**src/rtl/hb_up_serializer.sv**
```systemverilog
// Upstream heartbeat serializer: snapshots wall-clock time on a heartbeat pulse
// and emits it as an atomic LO/HI word pair ahead of ordinary upstream traffic.
module hb_up_serializer #(
    parameter int         Ntime      = 48,
    parameter int         Nout       = 32,
    parameter logic [7:0] HB_LO_CODE = 8'hE0,
    parameter logic [7:0] HB_HI_CODE = 8'hE1
) (
    input  logic             clk,
    input  logic             reset,
    input  logic             send_HB_up_pulse,
    input  logic [Ntime-1:0] time_elapsed,
    input  logic             hb_en,
    input  logic [Nout-1:0]  up_in_d,
    input  logic             up_in_v,
    output logic             up_in_a,
    output logic [Nout-1:0]  up_out_d,
    output logic             up_out_v,
    input  logic             up_out_a,
    output logic [7:0]       hb_drop_count
);

    typedef enum logic {
        IDLE    = 1'b0,
        SEND_HI = 1'b1
    } state_e;

    state_e            state_q, state_d;
    logic [47:0]       hb_time_q, hb_time_d;
    logic              hb_pending_q, hb_pending_d;
    logic [Nout-1:0]   up_out_d_q, up_out_d_d;
    logic              up_out_v_q, up_out_v_d;
    logic [7:0]        drop_cnt_q, drop_cnt_d;

    logic              free;
    logic              load_lo;
    logic              load_hi;
    logic              load_data;
    logic              hb_req;
    logic              hb_accept;
    logic              hb_drop;
    logic [47:0]       time_ext;

    assign time_ext = 48'(time_elapsed);
    assign free     = !up_out_v_q || up_out_a;

    always_ff @(posedge clk or negedge reset) begin
        if (!reset) begin
            state_q <= IDLE;
        end else begin
            state_q <= state_d;
        end
    end

    always_comb begin
        state_d = state_q;
        case (state_q)
            IDLE:    if (load_lo) state_d = SEND_HI;
            SEND_HI: if (load_hi) state_d = IDLE;
            default: state_d = IDLE;
        endcase
    end

    // Data is only accepted when no heartbeat is queued or in flight, which
    // keeps the LO/HI pair contiguous on the output.
    always_comb begin
        load_lo   = 1'b0;
        load_hi   = 1'b0;
        up_in_a   = 1'b0;
        case (state_q)
            IDLE: begin
                load_lo = free && hb_pending_q;
                up_in_a = free && !hb_pending_q;
            end
            SEND_HI: begin
                load_hi = free;
            end
            default: ;
        endcase
        load_data = up_in_a && up_in_v;
    end

    always_comb begin
        up_out_d_d = up_out_d_q;
        up_out_v_d = up_out_v_q;
        if (load_lo) begin
            up_out_d_d = {HB_LO_CODE, hb_time_q[23:0]};
            up_out_v_d = 1'b1;
        end else if (load_hi) begin
            up_out_d_d = {HB_HI_CODE, hb_time_q[47:24]};
            up_out_v_d = 1'b1;
        end else if (load_data) begin
            up_out_d_d = up_in_d;
            up_out_v_d = 1'b1;
        end else if (free) begin
            up_out_v_d = 1'b0;
        end
    end

    // A pulse landing on the HI-load edge replaces the snapshot being retired.
    always_comb begin
        hb_req       = send_HB_up_pulse && hb_en;
        hb_accept    = hb_req && (!hb_pending_q || load_hi);
        hb_drop      = hb_req && !hb_accept;
        hb_time_d    = hb_accept ? time_ext : hb_time_q;
        hb_pending_d = hb_pending_q;
        if (hb_accept) begin
            hb_pending_d = 1'b1;
        end else if (load_hi) begin
            hb_pending_d = 1'b0;
        end
        drop_cnt_d = drop_cnt_q;
        if (hb_drop && (drop_cnt_q != 8'hFF)) begin
            drop_cnt_d = drop_cnt_q + 8'd1;
        end
    end

    always_ff @(posedge clk or negedge reset) begin
        if (!reset) begin
            hb_time_q    <= '0;
            hb_pending_q <= 1'b0;
            up_out_d_q   <= '0;
            up_out_v_q   <= 1'b0;
            drop_cnt_q   <= '0;
        end else begin
            hb_time_q    <= hb_time_d;
            hb_pending_q <= hb_pending_d;
            up_out_d_q   <= up_out_d_d;
            up_out_v_q   <= up_out_v_d;
            drop_cnt_q   <= drop_cnt_d;
        end
    end

    assign up_out_d      = up_out_d_q;
    assign up_out_v      = up_out_v_q;
    assign hb_drop_count = drop_cnt_q;

endmodule

```
**config.mk**
```make
export PLATFORM = sky130hd
export DESIGN_NAME = hb_up_serializer
export DESIGN_NICKNAME = d
export VERILOG_FILES = /design/src/rtl/hb_up_serializer.sv
export SDC_FILE = /design/constraint.sdc
export NUM_CORES = 1
export LEC_CHECK = 0
export CORE_MARGIN = 2
export CORE_UTILIZATION = 40
export DETAILED_ROUTE_END_ITERATION = 16
export PLACE_DENSITY = 0.79
export SLEW_MARGIN = 5
export SYNTH_ARGS = -nofsm -noshare
export SYNTH_HDL_FRONTEND = slang
export SYNTH_SLANG_ARGS = --single-unit
```
**constraint.sdc**
```tcl
create_clock -name clk -period 2.4 [get_ports clk]
set_input_delay 0.48 -clock clk [delete_from_list [all_inputs] [get_ports clk]]
set_output_delay 0.48 -clock clk [all_outputs]
set_load 0.01 [all_outputs]
```
==> flow_summary.yaml <==
run_status:
  outcome: "finished, final reports clean"
global_routing:
  global_route.usage.total_pct: 17.82
  largest_net_degree_at_the_start_of_global_routing: 92
  first_global_vias: 2953
  grt.overflow.total: 0
  grt_pass1_wl_mm: 14.54
  number_of_antenna_violations_at_the_first_check_in_global_routing: 0
timing:
  clock_tree_skew_after_final_layout_ps: 8.979
  timing.setup.tns_ps: 0
  slew_viol_final: 0
  whs_ps: 164.1
  final.min_clock_period_ps: 2279
  hold_viol_final: 0
  worst_slew_margin_rel_pct: 67.87
  maxClockFrequency_mhz: 438.7
  setup_viol: 0
  rsz0062_at_grt: "no"
  final.period_utilization_pct: 94.97
  worst_pin_slew_ps: 481.9
drt:
  drc_errors: 0
  wl_per_cell_um: 15.89
  via_per_inst: 4.941
  routed_wirelength_mm: 9.216
  antenna_left: 0
  drt_first_iter_violations: 78
  vias: 2866
  drt_first_pass_iters: 4
critical_path:
  worst-setup-path-type: "in2out"
  crit_path_end_kind: "output pin"
  startpoint_types: "primary input"
  cp_data_required_time_ps: 1920
  critPathMaxFanout: 2
  timing.critical_path.arrival_ps: 1800
cts:
  cts_resized: 0
  tritoncts: "built"
  cts_inserted_buffers: 9
  clock-sinks: 91
  path_clk_slew_ps: 80
  cts-htree-levels: 3
  cts_root_buffer: "sky130_fd_sc_hd__clkbuf_8"
  cts_hold_repair.buffers: 0
  clk-insertion-delay-late_ps: 350
  cts_buffer_depth: 2
  cts_setup_buffers: 0
floorplan:
  die_w_um: 103.4
  num_io_pins: 128
  floorplan.die.height_um: 103.4
  die_area_um2: 10700
  fp-row-count: 36
  floorplan.core_area_um2: 9684
  initial_utilization_pct: 40.83
finish:
  final.fill_count: 798
  area.sequential_um2: 2277
  multi_input_area_um2: 1573
  drive_above_1_share_pct: 23.27
  antenna_cells: 0
  areaGrowthSynthToFinish_pct: 41.46
  post_layout_nets: 529
  stdcell_area_um2: 5593
place:
  portBuffers: 127
  gp_congestion: 0.7359
  hpwl_after_dpl_mm: 6.259
  placement.cell_area_um2: 5401
power_and_ir_drop:
  p_switching_mw: 1.971
  switching_share_pct: 31.75
  power_frac_seq_pct: 42.5
  worst_ir_drop_vdd_mv: 0.5196
  pwr-share-comb_pct: 41.3
  pwr-share-clk_pct: 16.1
  cellInternalPower_mw: 4.237
  power-per-cell-area_nw_per_um2: 1110
  static-leakage-power_nw: 2.271
synthesis:
  synth_largest_area_cell: "sky130_fd_sc_hd__dfrtp_1"
  synthesis.nets: 400
  yosys.area.top_type_share_pct: 57.59
  synth_async_sr_flop_share_pct: 100.0
  synth.ff_latch_count: 91
  synth_edf_count: 0
  ys.warnings.count: 0
  synth_ff_type: "sky130_fd_sc_hd__dfrtp_1"
  synthTopCellsByArea: "sky130_fd_sc_hd__dfrtp_1, sky130_fd_sc_hd__mux2_2, sky130_fd_sc_hd__o22ai_1"
  syn-mean-instance-area_um2: 12.63
  synthCells: 313
  post_syn_area_um2: 3954
  seq_area_frac_synth_pct: 57.59
  netlist-cell-type-count: 32
run:
  maxCapViolCount: 0
min_path:
  hold_path.class: "in2async"
==> cell families (layout without fill, tap and decap cells) <==
| kind of cell | after synthesis | in the layout | synth area share (%) |
|---|---|---|---|
| compound gates | 65 | 65 | 10.19 |
| xor+xnor | 3 | 3 | 0.6647 |
| fa+ha+maj | 1 | 1 | 0.3164 |
| buf+inv | 20 | 154 | 2.816 |
| flops | 91 | 91 | 57.59 |
| mux | 75 | 75 | 21.36 |
| simple gates | 58 | 58 | 7.057 |
==> area by class of cell <==
cell class / count / area share [%]
clock buffer: 15 / 3.333
clock inverter: 1 / 0.08949
inverter: 1 / 0.06711
multi-input combinational: 202 / 28.12
sequential: 91 / 40.72
tap: 133 / 2.975
timing repair buffer: 137 / 24.70
==> power by group through the flow <==
stage / clock network, mW / logic [mW] / registers (mW)
final: 1.00 / 2.57 / 2.64
after global routing: 1.09 / 2.81 / 2.75
after CTS: 1.04 / 2.60 / 2.65
after detailed placement: 0 / 2.59 / 2.68
after global placement: 0 / 2.53 / 2.63
after floorplan: 0 / 1.39 / 2.72
==> cells in the final DEF (no fill, tap or decap) <==
master | netlist | layout
sky130_fd_sc_hd__clkdlybuf4s50_1 | 0 | 126
sky130_fd_sc_hd__dfrtp_1 | 91 | 91
sky130_fd_sc_hd__mux2_2 | 73 | 73
sky130_fd_sc_hd__nand2_1 | 35 | 35
sky130_fd_sc_hd__o21ai_0 | 26 | 26
sky130_fd_sc_hd__o22ai_1 | 24 | 24
sky130_fd_sc_hd__clkbuf_8 | 0 | 13
sky130_fd_sc_hd__buf_4 | 2 | 8
sky130_fd_sc_hd__nand3_1 | 6 | 6
sky130_fd_sc_hd__a22o_1 | 4 | 4
sky130_fd_sc_hd__nor2b_1 | 3 | 3
sky130_fd_sc_hd__o22a_1 | 3 | 3
sky130_fd_sc_hd__a31oi_1 | 3 | 3
sky130_fd_sc_hd__xnor2_1 | 3 | 3
sky130_fd_sc_hd__buf_12 | 0 | 3
sky130_fd_sc_hd__nor3_1 | 2 | 2
sky130_fd_sc_hd__a21oi_4 | 1 | 2
sky130_fd_sc_hd__nor2_1 | 2 | 2
sky130_fd_sc_hd__and2_1 | 2 | 2
sky130_fd_sc_hd__a21oi_1 | 2 | 2
sky130_fd_sc_hd__nand4_1 | 2 | 2
sky130_fd_sc_hd__mux2_1 | 2 | 2
sky130_fd_sc_hd__clkbuf_1 | 4 | 2
sky130_fd_sc_hd__nand2b_4 | 1 | 1
sky130_fd_sc_hd__nand2_4 | 1 | 1
sky130_fd_sc_hd__or2_2 | 0 | 1
sky130_fd_sc_hd__o211ai_1 | 1 | 1
sky130_fd_sc_hd__nand3_2 | 1 | 1
sky130_fd_sc_hd__inv_1 | 1 | 1
sky130_fd_sc_hd__and4_1 | 1 | 1
sky130_fd_sc_hd__nand2b_1 | 1 | 1
sky130_fd_sc_hd__ha_1 | 1 | 1
sky130_fd_sc_hd__clkinv_2 | 0 | 1
==> through the flow <==
step	cells	utilization, %	worst slack [ps]	total power, mW
2_1_floorplan	313	-	765.3	4.112
3_3_place_gp	564	55.78	134.9	5.164
3_5_place_dp	564	55.78	123.5	5.265
4_1_cts	580	57.75	108.6	6.289
5_1_grt	580	57.75	29.23	6.637
6_report	580	57.75	120.6	6.208
==> registers in the layout, indices dropped and copies added, names as in the netlist <==
name           cells
hb_time_q         48
hb_drop_count      8
up_out_d          32
state_q            1
up_out_v           1
hb_pending_q       1
==> metal layers <==
metal	part of all wire (%)	vias up	GRT usage, %
met5	0	-	0
met4	1.6	0	7.591
met3	5.3	12	4.368
met2	49	77	28.83
met1	45	1387	22.90
li1	-	1390	-
==> path summary, 6_finish.rpt <==
| path | startpoint | to | slack [ps] | cells past startpoint |
|---|---|---|---|---|
| setup / recovery | up_out_a | up_in_a | 120 | 4 |
| setup reg to reg | state_q | up_out_d[18] | 590 | 6 |
| min in group clk | up_out_d[5] | up_out_d[5] | 480 | 2 |
| hold / removal | reset | hb_time_q[32] | 160 | 2 |
| max in group asynchronous | reset | hb_time_q[24] | 1880 | 2 |
| hold reg to reg | up_out_d[5] | up_out_d[5] | 480 | 2 |
==> worst max-delay path: stages <==
cell                              delay (ps)
sky130_fd_sc_hd__clkdlybuf4s50_1         480
sky130_fd_sc_hd__nor2b_1                  60
sky130_fd_sc_hd__nor3_1                  200
sky130_fd_sc_hd__clkdlybuf4s50_1         580
==> synth_stat cells (all sizes together) (2+ instances only) <==
cell and number:
xnor2 3, nor2b 3, o21ai 26, nand4 2, a21oi 4, a22o 4, mux2 75, dfrtp 91
clkbuf 4, nor2 2, buf 15, nand2 36, nor3 2, o22ai 24, nand3 7, and2 2
o22a 3, nand2b 2, a31oi 3
(Power assumes the default switching activity.)
